### src/rtl/sdram_clk_sequencer.sv
// sdram_clk_sequencer
// Power-up and recovery sequencer for the SDRAM clock PLL. Runs on the board
// reference clock (the PLL input), so it keeps running while the PLL is
// unlocked. It pulses the PLL reset, filters the raw lock, waits out the SDRAM
// stabilisation delay, then starts the SDRAM controller init. A lock timeout
// triggers a retry; a lock loss after acceptance restarts the sequence.
//
// Ports
//   clk          reference clock (same net as PLL CLKIN)
//   rst          asynchronous reset, active low
//   pll_locked   raw PLL lock, asynchronous to clk
//   restart      one-cycle request to rerun the full sequence
//   init_done    SDRAM controller init complete (level)
//   pll_rst      PLL reset, active high
//   clk_stable   lock accepted and held
//   init_start   one-cycle pulse starting SDRAM init
//   sdram_en     SDRAM path may run
//   fault        PLL reset retries exhausted
//   lock_lost    one-cycle pulse when lock drops after acceptance
//   retry_count  PLL reset retries used
//   state        current state encoding (debug)
//
// state     | meaning
// ----------+-------------------------------------------------
// RESET_PLL | pll_rst held high for RST_CYCLES
// WAIT_LOCK | waiting for synced lock, bounded by LOCK_TIMEOUT
// FILTER    | lock must stay high LOCK_FILTER cycles in a row
// POWERUP   | SDRAM stabilisation delay, clock accepted
// INIT      | SDRAM controller init running
// RUN       | normal operation
// FAULT     | retries exhausted; PLL kept in reset until restart

module sdram_clk_sequencer #(
  parameter int unsigned RST_CYCLES     = 16,
  parameter int unsigned LOCK_FILTER    = 64,
  parameter int unsigned POWERUP_CYCLES = 10000,
  parameter int unsigned LOCK_TIMEOUT   = 65535,
  parameter int unsigned MAX_RETRIES    = 3
) (
  input  logic       clk,
  input  logic       rst,
  input  logic       pll_locked,
  input  logic       restart,
  input  logic       init_done,
  output logic       pll_rst,
  output logic       clk_stable,
  output logic       init_start,
  output logic       sdram_en,
  output logic       fault,
  output logic       lock_lost,
  output logic [1:0] retry_count,
  output logic [2:0] state
);

  localparam logic [2:0] RESET_PLL = 3'd0;
  localparam logic [2:0] WAIT_LOCK = 3'd1;
  localparam logic [2:0] FILTER    = 3'd2;
  localparam logic [2:0] POWERUP   = 3'd3;
  localparam logic [2:0] INIT      = 3'd4;
  localparam logic [2:0] RUN       = 3'd5;
  localparam logic [2:0] FAULT     = 3'd6;

  localparam logic [23:0] RST_LAST = 24'(RST_CYCLES - 1);
  localparam logic [23:0] TO_LAST  = 24'(LOCK_TIMEOUT - 1);
  localparam logic [23:0] PU_LAST  = 24'(POWERUP_CYCLES - 1);
  // The WAIT_LOCK cycle that first sees lock counts as the first filter
  // cycle, so FILTER itself only needs LOCK_FILTER-1 more high cycles.
  localparam logic [23:0] FILT_LAST = 24'((LOCK_FILTER > 1) ? (LOCK_FILTER - 2) : 0);
  localparam logic [1:0]  RETRY_MAX = 2'(MAX_RETRIES);
  localparam bit          FILT_SKIP = (LOCK_FILTER <= 1);

  logic        sync1;
  logic        locked_s;
  logic [23:0] cnt;
  logic [2:0]  state_nxt;
  logic [1:0]  retry_nxt;
  logic        lost_nxt;
  logic        lock_drop;

  always_comb begin
    state_nxt = state;
    retry_nxt = retry_count;
    lost_nxt  = 1'b0;
    lock_drop = !locked_s && (state == POWERUP || state == INIT || state == RUN);
    // restart outranks lock loss, which outranks the normal transitions
    if (restart && state != RESET_PLL) begin
      state_nxt = RESET_PLL;
      retry_nxt = 2'd0;
    end else if (lock_drop) begin
      state_nxt = RESET_PLL;
      lost_nxt  = 1'b1;
    end else begin
      case (state)
        RESET_PLL: if (cnt == RST_LAST) state_nxt = WAIT_LOCK;
        WAIT_LOCK: begin
          if (locked_s) begin
            state_nxt = FILT_SKIP ? POWERUP : FILTER;
          end else if (cnt == TO_LAST) begin
            if (retry_count < RETRY_MAX) begin
              retry_nxt = retry_count + 2'd1;
              state_nxt = RESET_PLL;
            end else begin
              state_nxt = FAULT;
            end
          end
        end
        FILTER: begin
          if (!locked_s)              state_nxt = WAIT_LOCK;
          else if (cnt == FILT_LAST)  state_nxt = POWERUP;
        end
        POWERUP: if (cnt == PU_LAST) state_nxt = INIT;
        INIT: begin
          if (init_done) begin
            state_nxt = RUN;
            retry_nxt = 2'd0;
          end
        end
        RUN, FAULT: ;
        default: state_nxt = RESET_PLL;
      endcase
    end
  end

  // Outputs are registered from the next state so they change together with
  // the state register and never glitch.
  always_ff @(posedge clk or negedge rst) begin
    if (!rst) begin
      sync1       <= 1'b0;
      locked_s    <= 1'b0;
      state       <= RESET_PLL;
      cnt         <= 24'd0;
      retry_count <= 2'd0;
      pll_rst     <= 1'b1;
      clk_stable  <= 1'b0;
      sdram_en    <= 1'b0;
      fault       <= 1'b0;
      init_start  <= 1'b0;
      lock_lost   <= 1'b0;
    end else begin
      sync1       <= pll_locked;
      locked_s    <= sync1;
      state       <= state_nxt;
      cnt         <= (state_nxt != state) ? 24'd0 : cnt + 24'd1;
      retry_count <= retry_nxt;
      pll_rst     <= (state_nxt == RESET_PLL) || (state_nxt == FAULT);
      clk_stable  <= (state_nxt == POWERUP) || (state_nxt == INIT) || (state_nxt == RUN);
      sdram_en    <= (state_nxt == RUN);
      fault       <= (state_nxt == FAULT);
      init_start  <= (state == POWERUP) && (state_nxt == INIT);
      lock_lost   <= lost_nxt;
    end
  end

endmodule
### config.mk
export PLATFORM = sky130hd
export DESIGN_NAME = sdram_clk_sequencer
export DESIGN_NICKNAME = d
export VERILOG_FILES = /design/src/rtl/sdram_clk_sequencer.sv
export SDC_FILE = /design/constraint.sdc
export NUM_CORES = 1
export LEC_CHECK = 0
export CORE_MARGIN = 2
export CORE_UTILIZATION = 40
export CTS_BUF_LIST = sky130_fd_sc_hd__clkbuf_8
export DETAILED_ROUTE_END_ITERATION = 6
export SETUP_SLACK_MARGIN = 0.15
export SLEW_MARGIN = 25
export SYNTH_ARGS = -nofsm -noshare
export SYNTH_HDL_FRONTEND = slang
export SYNTH_SLANG_ARGS = --single-unit
### constraint.sdc
create_clock -name clk -period 3.2 [get_ports clk]
set_input_delay 0.64 -clock clk [delete_from_list [all_inputs] [get_ports clk]]
set_output_delay 0.64 -clock clk [all_outputs]
set_load 0.05 [all_outputs]
==> impl_metrics.toml, run 1 <==
[synthesis]
syn_avg_cell_area_um2 = 10.6
synth_edf_count = 0
syn-cell-area_um2 = 2300
synth_top_area_cell = "dfrtp_1"
synth_warnings = 0
synth_flop_cell = "dfrtp_1"
synthesis.nets = 225
async_flop_share_pct = 100
syn_inst = 217
synthDistinctLibCells = 52
ys_seq_elements = 37
yosysTopAreaCellShare_pct = 39.1
synth_seq_area_share_pct = 40.3
synth_area_leaders = "dfrtp_1 39%, a211oi_2 10%, xnor2_1 4.6%"

[finish]
drive_above_1_share_pct = 20.6
fin_cells = 305
n_antenna_cell = 0
fin_nets = 240
fillers = 538
final_common_cell = "dfrtp_1"
final_cell_mix = "36 x dfrtp_1, 19 x a211oi_2, 16 x nand2_1"
syn2layout_area_growth_pct = 13.3

[clock_tree]
cts_tree = "yes"
cts_sinks = 37
root_buffer = "clkbuf_8"
cts-resized-gates = 0
insertion_delay_ps = 290
cts-hold-fix-buffers = 0
postCtsSetupBuffers = 0
clk_path_buf_depth = 2
htreeDepth = 2
cts_buffers = 5
clkTransAtPathRegs_ps = 80

[placement]
port-buffer-count = 15
dp_hpwl_mm = 3.30
place_inst = 297
gp_congestion = 0.814

[floorplanning]
ios = 16
fp.dieW_um = 79.9
fp.dieH_um = 79.9
rows = 27
start_util_pct = 41.6
dieArea_um2 = 6380
coreArea_um2 = 5540

[routing]
vias = 1707
drt-pass1-iter-count = 4
ant_nets = 0
drc = 0
via_per_inst = 5.60
drt_iter0_drc = 107
wire_per_inst_um = 15.9
drt_wl_total_mm = 4.86

[worst_setup_path]
worstPathArrival_ps = 2830
crit_end = "cnt[2]$_DFF_PN0_"
r2r_start = "cnt[21]$_DFF_PN0_"
path_cells = "nor4_1 -> nand3_1 -> a2111oi_4 -> nor4bb_4 -> a211o_4 -> a211oi_1"
reg2reg_slack_ps = 560
path_class = "reg2reg"
rr_worst_depth = 6
cp_max_fo = 24
r2r-end = "cnt[2]$_DFF_PN0_"
worstPathRequired_ps = 3390
startpoint_type = "flop"
slowest_stage = "nor4_1"
max_stage_delay_ps = 470
end_kind = "flop"
crit_path_start = "cnt[21]$_DFF_PN0_"

[pwr]
power.leakage_nw = 1.03
ir_worst_vdd_v = 0.000387
power_density_nw_per_um2 = 680

[global_route]
grt.total_usage_pct = 16.6
grt_pass1_wl_mm = 8.15
antenna_found_initial = 0
grt_overflow = 0
grt_pass1_vias = 1641
grt_start_max_net_pins = 38

[timing]
tns_ps = 0
finalHoldViolCount = 0
min_period_over_period_pct = 82.6
setup_violations = 0
relSlewSlack_pct = 44.3
rsz0062_at_grt = "no"
worst_slew_pin_slew_ps = 835
skew_ps = 5.64
finalCriticalPeriod_ps = 2640
final-max-slew-violation-count = 0
fmax_ghz = 0.378

[min_path]
worstHoldPathType = "reg2reg"

[status]
status = "finished, final reports clean"

[run]
maxCapViolations = 0
-- how the worst min path moves through the flow --
stage,slack (ps),to,depth (start not counted),startpoint
after global placement,330,locked_s$_DFF_PN0_,0,sync1$_DFF_PN0_
final,350,locked_s$_DFF_PN0_,0,sync1$_DFF_PN0_
after global routing,380,locked_s$_DFF_PN0_,0,sync1$_DFF_PN0_
after floorplan,330,locked_s$_DFF_PN0_,0,sync1$_DFF_PN0_
after CTS,350,locked_s$_DFF_PN0_,0,sync1$_DFF_PN0_
after detailed placement,340,locked_s$_DFF_PN0_,0,sync1$_DFF_PN0_
-- cell type report --
type,instances,area [um^2],area share [%]
Clock buffer,6,82.6,3.17
Multi-Input combinational cell,162,1270,48.5
Clock inverter,2,37.5,1.44
Sequential cell,37,927,35.5
Inverter,6,22.5,0.863
Tap cell,72,90.1,3.45
Timing Repair Buffer,20,183,7.00
-- metal layers --
metal  part of all wire [%]  wire, um  up-vias  track usage [%]
met5                      0         0        -                0
met4                   0.91        44        0             4.07
met3                    3.3       160        4             3.73
met2                     46      2220       27             26.0
met1                     50      2430      846             23.2
li1                       -         -      830                -
-- Yosys cell counts, types with 2 or more instances --
cell type,instances
nor3_1,2
a211oi_1,5
nand2_1,16
and3_1,4
inv_1,5
xor2_1,11
and2_1,2
nand2b_1,3
or4_1,2
buf_2,3
o21ai_0,6
nor4_1,3
xnor2_1,12
buf_6,5
nor2_1,13
and4_1,5
nand4_1,8
or2_2,2
clkbuf_1,3
nand3_1,13
a21oi_1,5
dfrtp_1,36
a211oi_2,19
nor2b_1,2
nor4b_1,2
ha_1,3
mux2i_1,2
-- worst max-delay path: cells and delay by family (launching register included) --
family           cells  cell delay [ps]
AO/OA/AOI/OAI        3             1200
AND/OR/NAND/NOR      3              900
flip-flops           1              420
-- registers in the layout, indices dropped and copies added (netlist names) --
signal	count
init_start	1
sdram_en	1
locked_s	1
state	3
cnt	24
fault	1
retry_count	2
clk_stable	1
lock_lost	1
pll_rst	1
sync1	1
-- metrics by stage --
| step | setup WS [ps] | hold slack, ps | area, um^2 | util (%) | total power, W |
|---|---|---|---|---|---|
| 2_1_floorplan | 783 | 331 | 2300 | - | 0.00117 |
| 3_5_place_dp | 406 | 336 | 2490 | 44.9 | 0.00136 |
| 5_1_grt | 364 | 379 | 2610 | 47.1 | 0.00188 |
| 6_report | 556 | 351 | 2610 | 47.1 | 0.00177 |
| 3_3_place_gp | 565 | 334 | 2490 | 44.9 | 0.00134 |
| 4_1_cts | 501 | 355 | 2610 | 47.1 | 0.00179 |
-- report_power, final --
part	switching, W	leakage (nW)	internal [W]
clock network	0.000179	0.0574	0.000254
registers	0.0000821	0.498	0.000533
logic	0.000462	0.473	0.000263
-- cells by family (layout without fill, tap and decap cells) --
family | Yosys count | after routing | synth area share, %
buf+inv | 18 | 34 | 4.73
xor+xnor | 23 | 23 | 8.75
fa+ha+maj | 4 | 4 | 2.07
flops | 37 | 37 | 40.3
compound gates | 46 | 46 | 19.9
simple gates | 86 | 86 | 22.9
mux | 3 | 3 | 1.36
No activity file was read; power rests on OpenSTA's default activity.
==> run 2, diff against run 1 <==
==> constraint.sdc (replaced) <==
create_clock -name clk -period 2.2 [get_ports clk]
set_input_delay 0.44 -clock clk [delete_from_list [all_inputs] [get_ports clk]]
set_output_delay 0.44 -clock clk [all_outputs]
set_load 0.05 [all_outputs]
==> impl_metrics.toml, run 2 (synthesis gave the netlist of run 1 again) <==
[status]
status = "complete, but fails checks"
violations = "negative setup slack"

[routing]
drc = 0
vias = 2033
wire_per_inst_um = 17.2
drt_wl_total_mm = 6.37
drt-pass1-iter-count = 4
via_per_inst = 5.48
ant_nets = 0
drt_iter0_drc = 131

[finish]
largest_reg_flops = 24
n_antenna_cell = 0
drive_above_1_share_pct = 48.2
final_common_cell = "buf_4"
reg_top3 = "cnt x24, state x3, retry_count x2"
fillers = 452
top_register = "cnt"
final_cell_mix = "53 x buf_4, 30 x dfrtp_1, 23 x a211oi_2"
syn2layout_area_growth_pct = 48.8
fin_nets = 306

[clock_tree]
cts_sinks = 37
root_buffer = "clkbuf_8"
cts-hold-fix-buffers = 0
cts_tree = "yes"
insertion_delay_ps = 290
cts_buffers = 5
clkTransAtPathRegs_ps = 80
htreeDepth = 2
clk_path_buf_depth = 2

[worst_setup_path]
end_kind = "flop"
cp_num_buf_inv = 2
max_stage_delay_ps = 460
slowest_stage = "a2111oi_4"
r2r_start = "cnt[0]$_DFF_PN0_"
worstPathRequired_ps = 2400
startpoint_type = "flop"
worstPathArrival_ps = 2460
cp_top_family = "compound AO/OA/AOI/OAI gates"
cp_max_fo = 6
crit_path_start = "cnt[0]$_DFF_PN0_"
path_class = "reg2reg"
path_cells = "inv_1 -> ha_1 -> and3_4 -> nand4_1 -> a2111oi_4 -> nor4bb_4 -> buf_4 -> a211o_4 -> a211oi_2"

[placement]
port-buffer-count = 15
gp_congestion = 0.864
dp_slack_ps = -185
dp_hpwl_mm = 3.93

[run]
maxCapViolations = 0

[timing]
worst_slew_pin_slew_ps = 600
rsz0062_at_grt = "yes"
skew_ps = 15.5
setup_violations = 24
setup_ws_ps = -62.2
final-max-slew-violation-count = 0
tns_ps = -839
finalCriticalPeriod_ps = 2260
relSlewSlack_pct = 60.0
min_period_over_period_pct = 103
finalHoldViolCount = 0
fmax_ghz = 0.442

[pwr]
ir_worst_vdd_v = 0.000620
power_density_nw_per_um2 = 947
power.leakage_nw = 1.43
total_power_w = 0.00324

[min_path]
worstHoldPathType = "in2async"

[floorplanning]
rows = 27
ios = 16
fp.dieH_um = 79.9
coreArea_um2 = 5540
start_util_pct = 41.6
fp.dieW_um = 79.9
dieArea_um2 = 6380

[global_route]
grt.total_usage_pct = 22.3
grt_start_max_net_pins = 28
grt_overflow = 0
grt_pass1_wl_mm = 10.9
grt_pass1_vias = 2106
antenna_found_initial = 0
==> run 2: changes by cell type in the layout (fill, tap and decap cells not counted), moves of 4 or more <==
cell      before  now
a211oi_1       5    1
a211oi_2      19   23
buf_12         0    6
buf_4          5   53
buf_6          0    7
dfrtp_1       36   30
dfrtp_2        0    6
nand3_1       13    8
==> run 2: final cells by class <==
type                    instances  area [um^2]  share of cell area (%)
inverters                       6         22.5                   0.657
clock buffers                   5         68.8                    2.01
multi-input cells             165         1500                    43.8
clock inverters                 3         11.3                   0.329
flip-flops and latches         37          935                    27.3
well taps                      72         90.1                    2.63
repair buffers                 83          797                    23.3
==> run 2: metrics by stage <==
step	util, %	cell area, um^2	std cells	hold slack [ps]
finish	61.8	3430	371	144
global route	61.8	3430	371	202
CTS	60.4	3350	368	172
detailed placement	52.4	2900	342	338
global placement	52.4	2900	342	334
floorplan	-	2330	217	144
==> run 2: path summary, 6_finish.rpt <==
kind                                                    to  slack (ps)  cells past startpoint
max in group asynchronous                cnt[18]$_DFF_PN0_        1510                      2
worst min register to register          locked_s$_DFF_PN0_         350                      0
min in group clk                        locked_s$_DFF_PN0_         350                      0
worst max-delay path                      cnt[6]$_DFF_PN0_         -60                      9
worst min-delay path            retry_count[1]$_DFFE_PN0P_         140                      1
worst max register to register            cnt[6]$_DFF_PN0_         -60                      9
==> run 2: power breakdown <==
group	internal [W]	total (W)	switching, W	leakage (nW)
Clock	0.000211	0.000450	0.000239	0.0519
Sequential	0.000783	0.000884	0.000101	0.490
Combinational	0.000921	0.00191	0.000988	0.889
==> run 2: per-layer routing <==
layer	GRT usage, %	wire length, um	vias to the layer above
met4	5.93	72	0
met3	3.73	246	8
li1	-	-	976
met5	0	0	-
met2	36.6	3150	46
met1	30.6	2900	1003
==> run 2: repair_timing <==
action / CTS / global route
pin swaps: 34 / 15
gates resized for setup: 39 / 12
setup buffers: 13 / 3
cloned: 5 / 0
setup endpoints to repair: 33 / 34
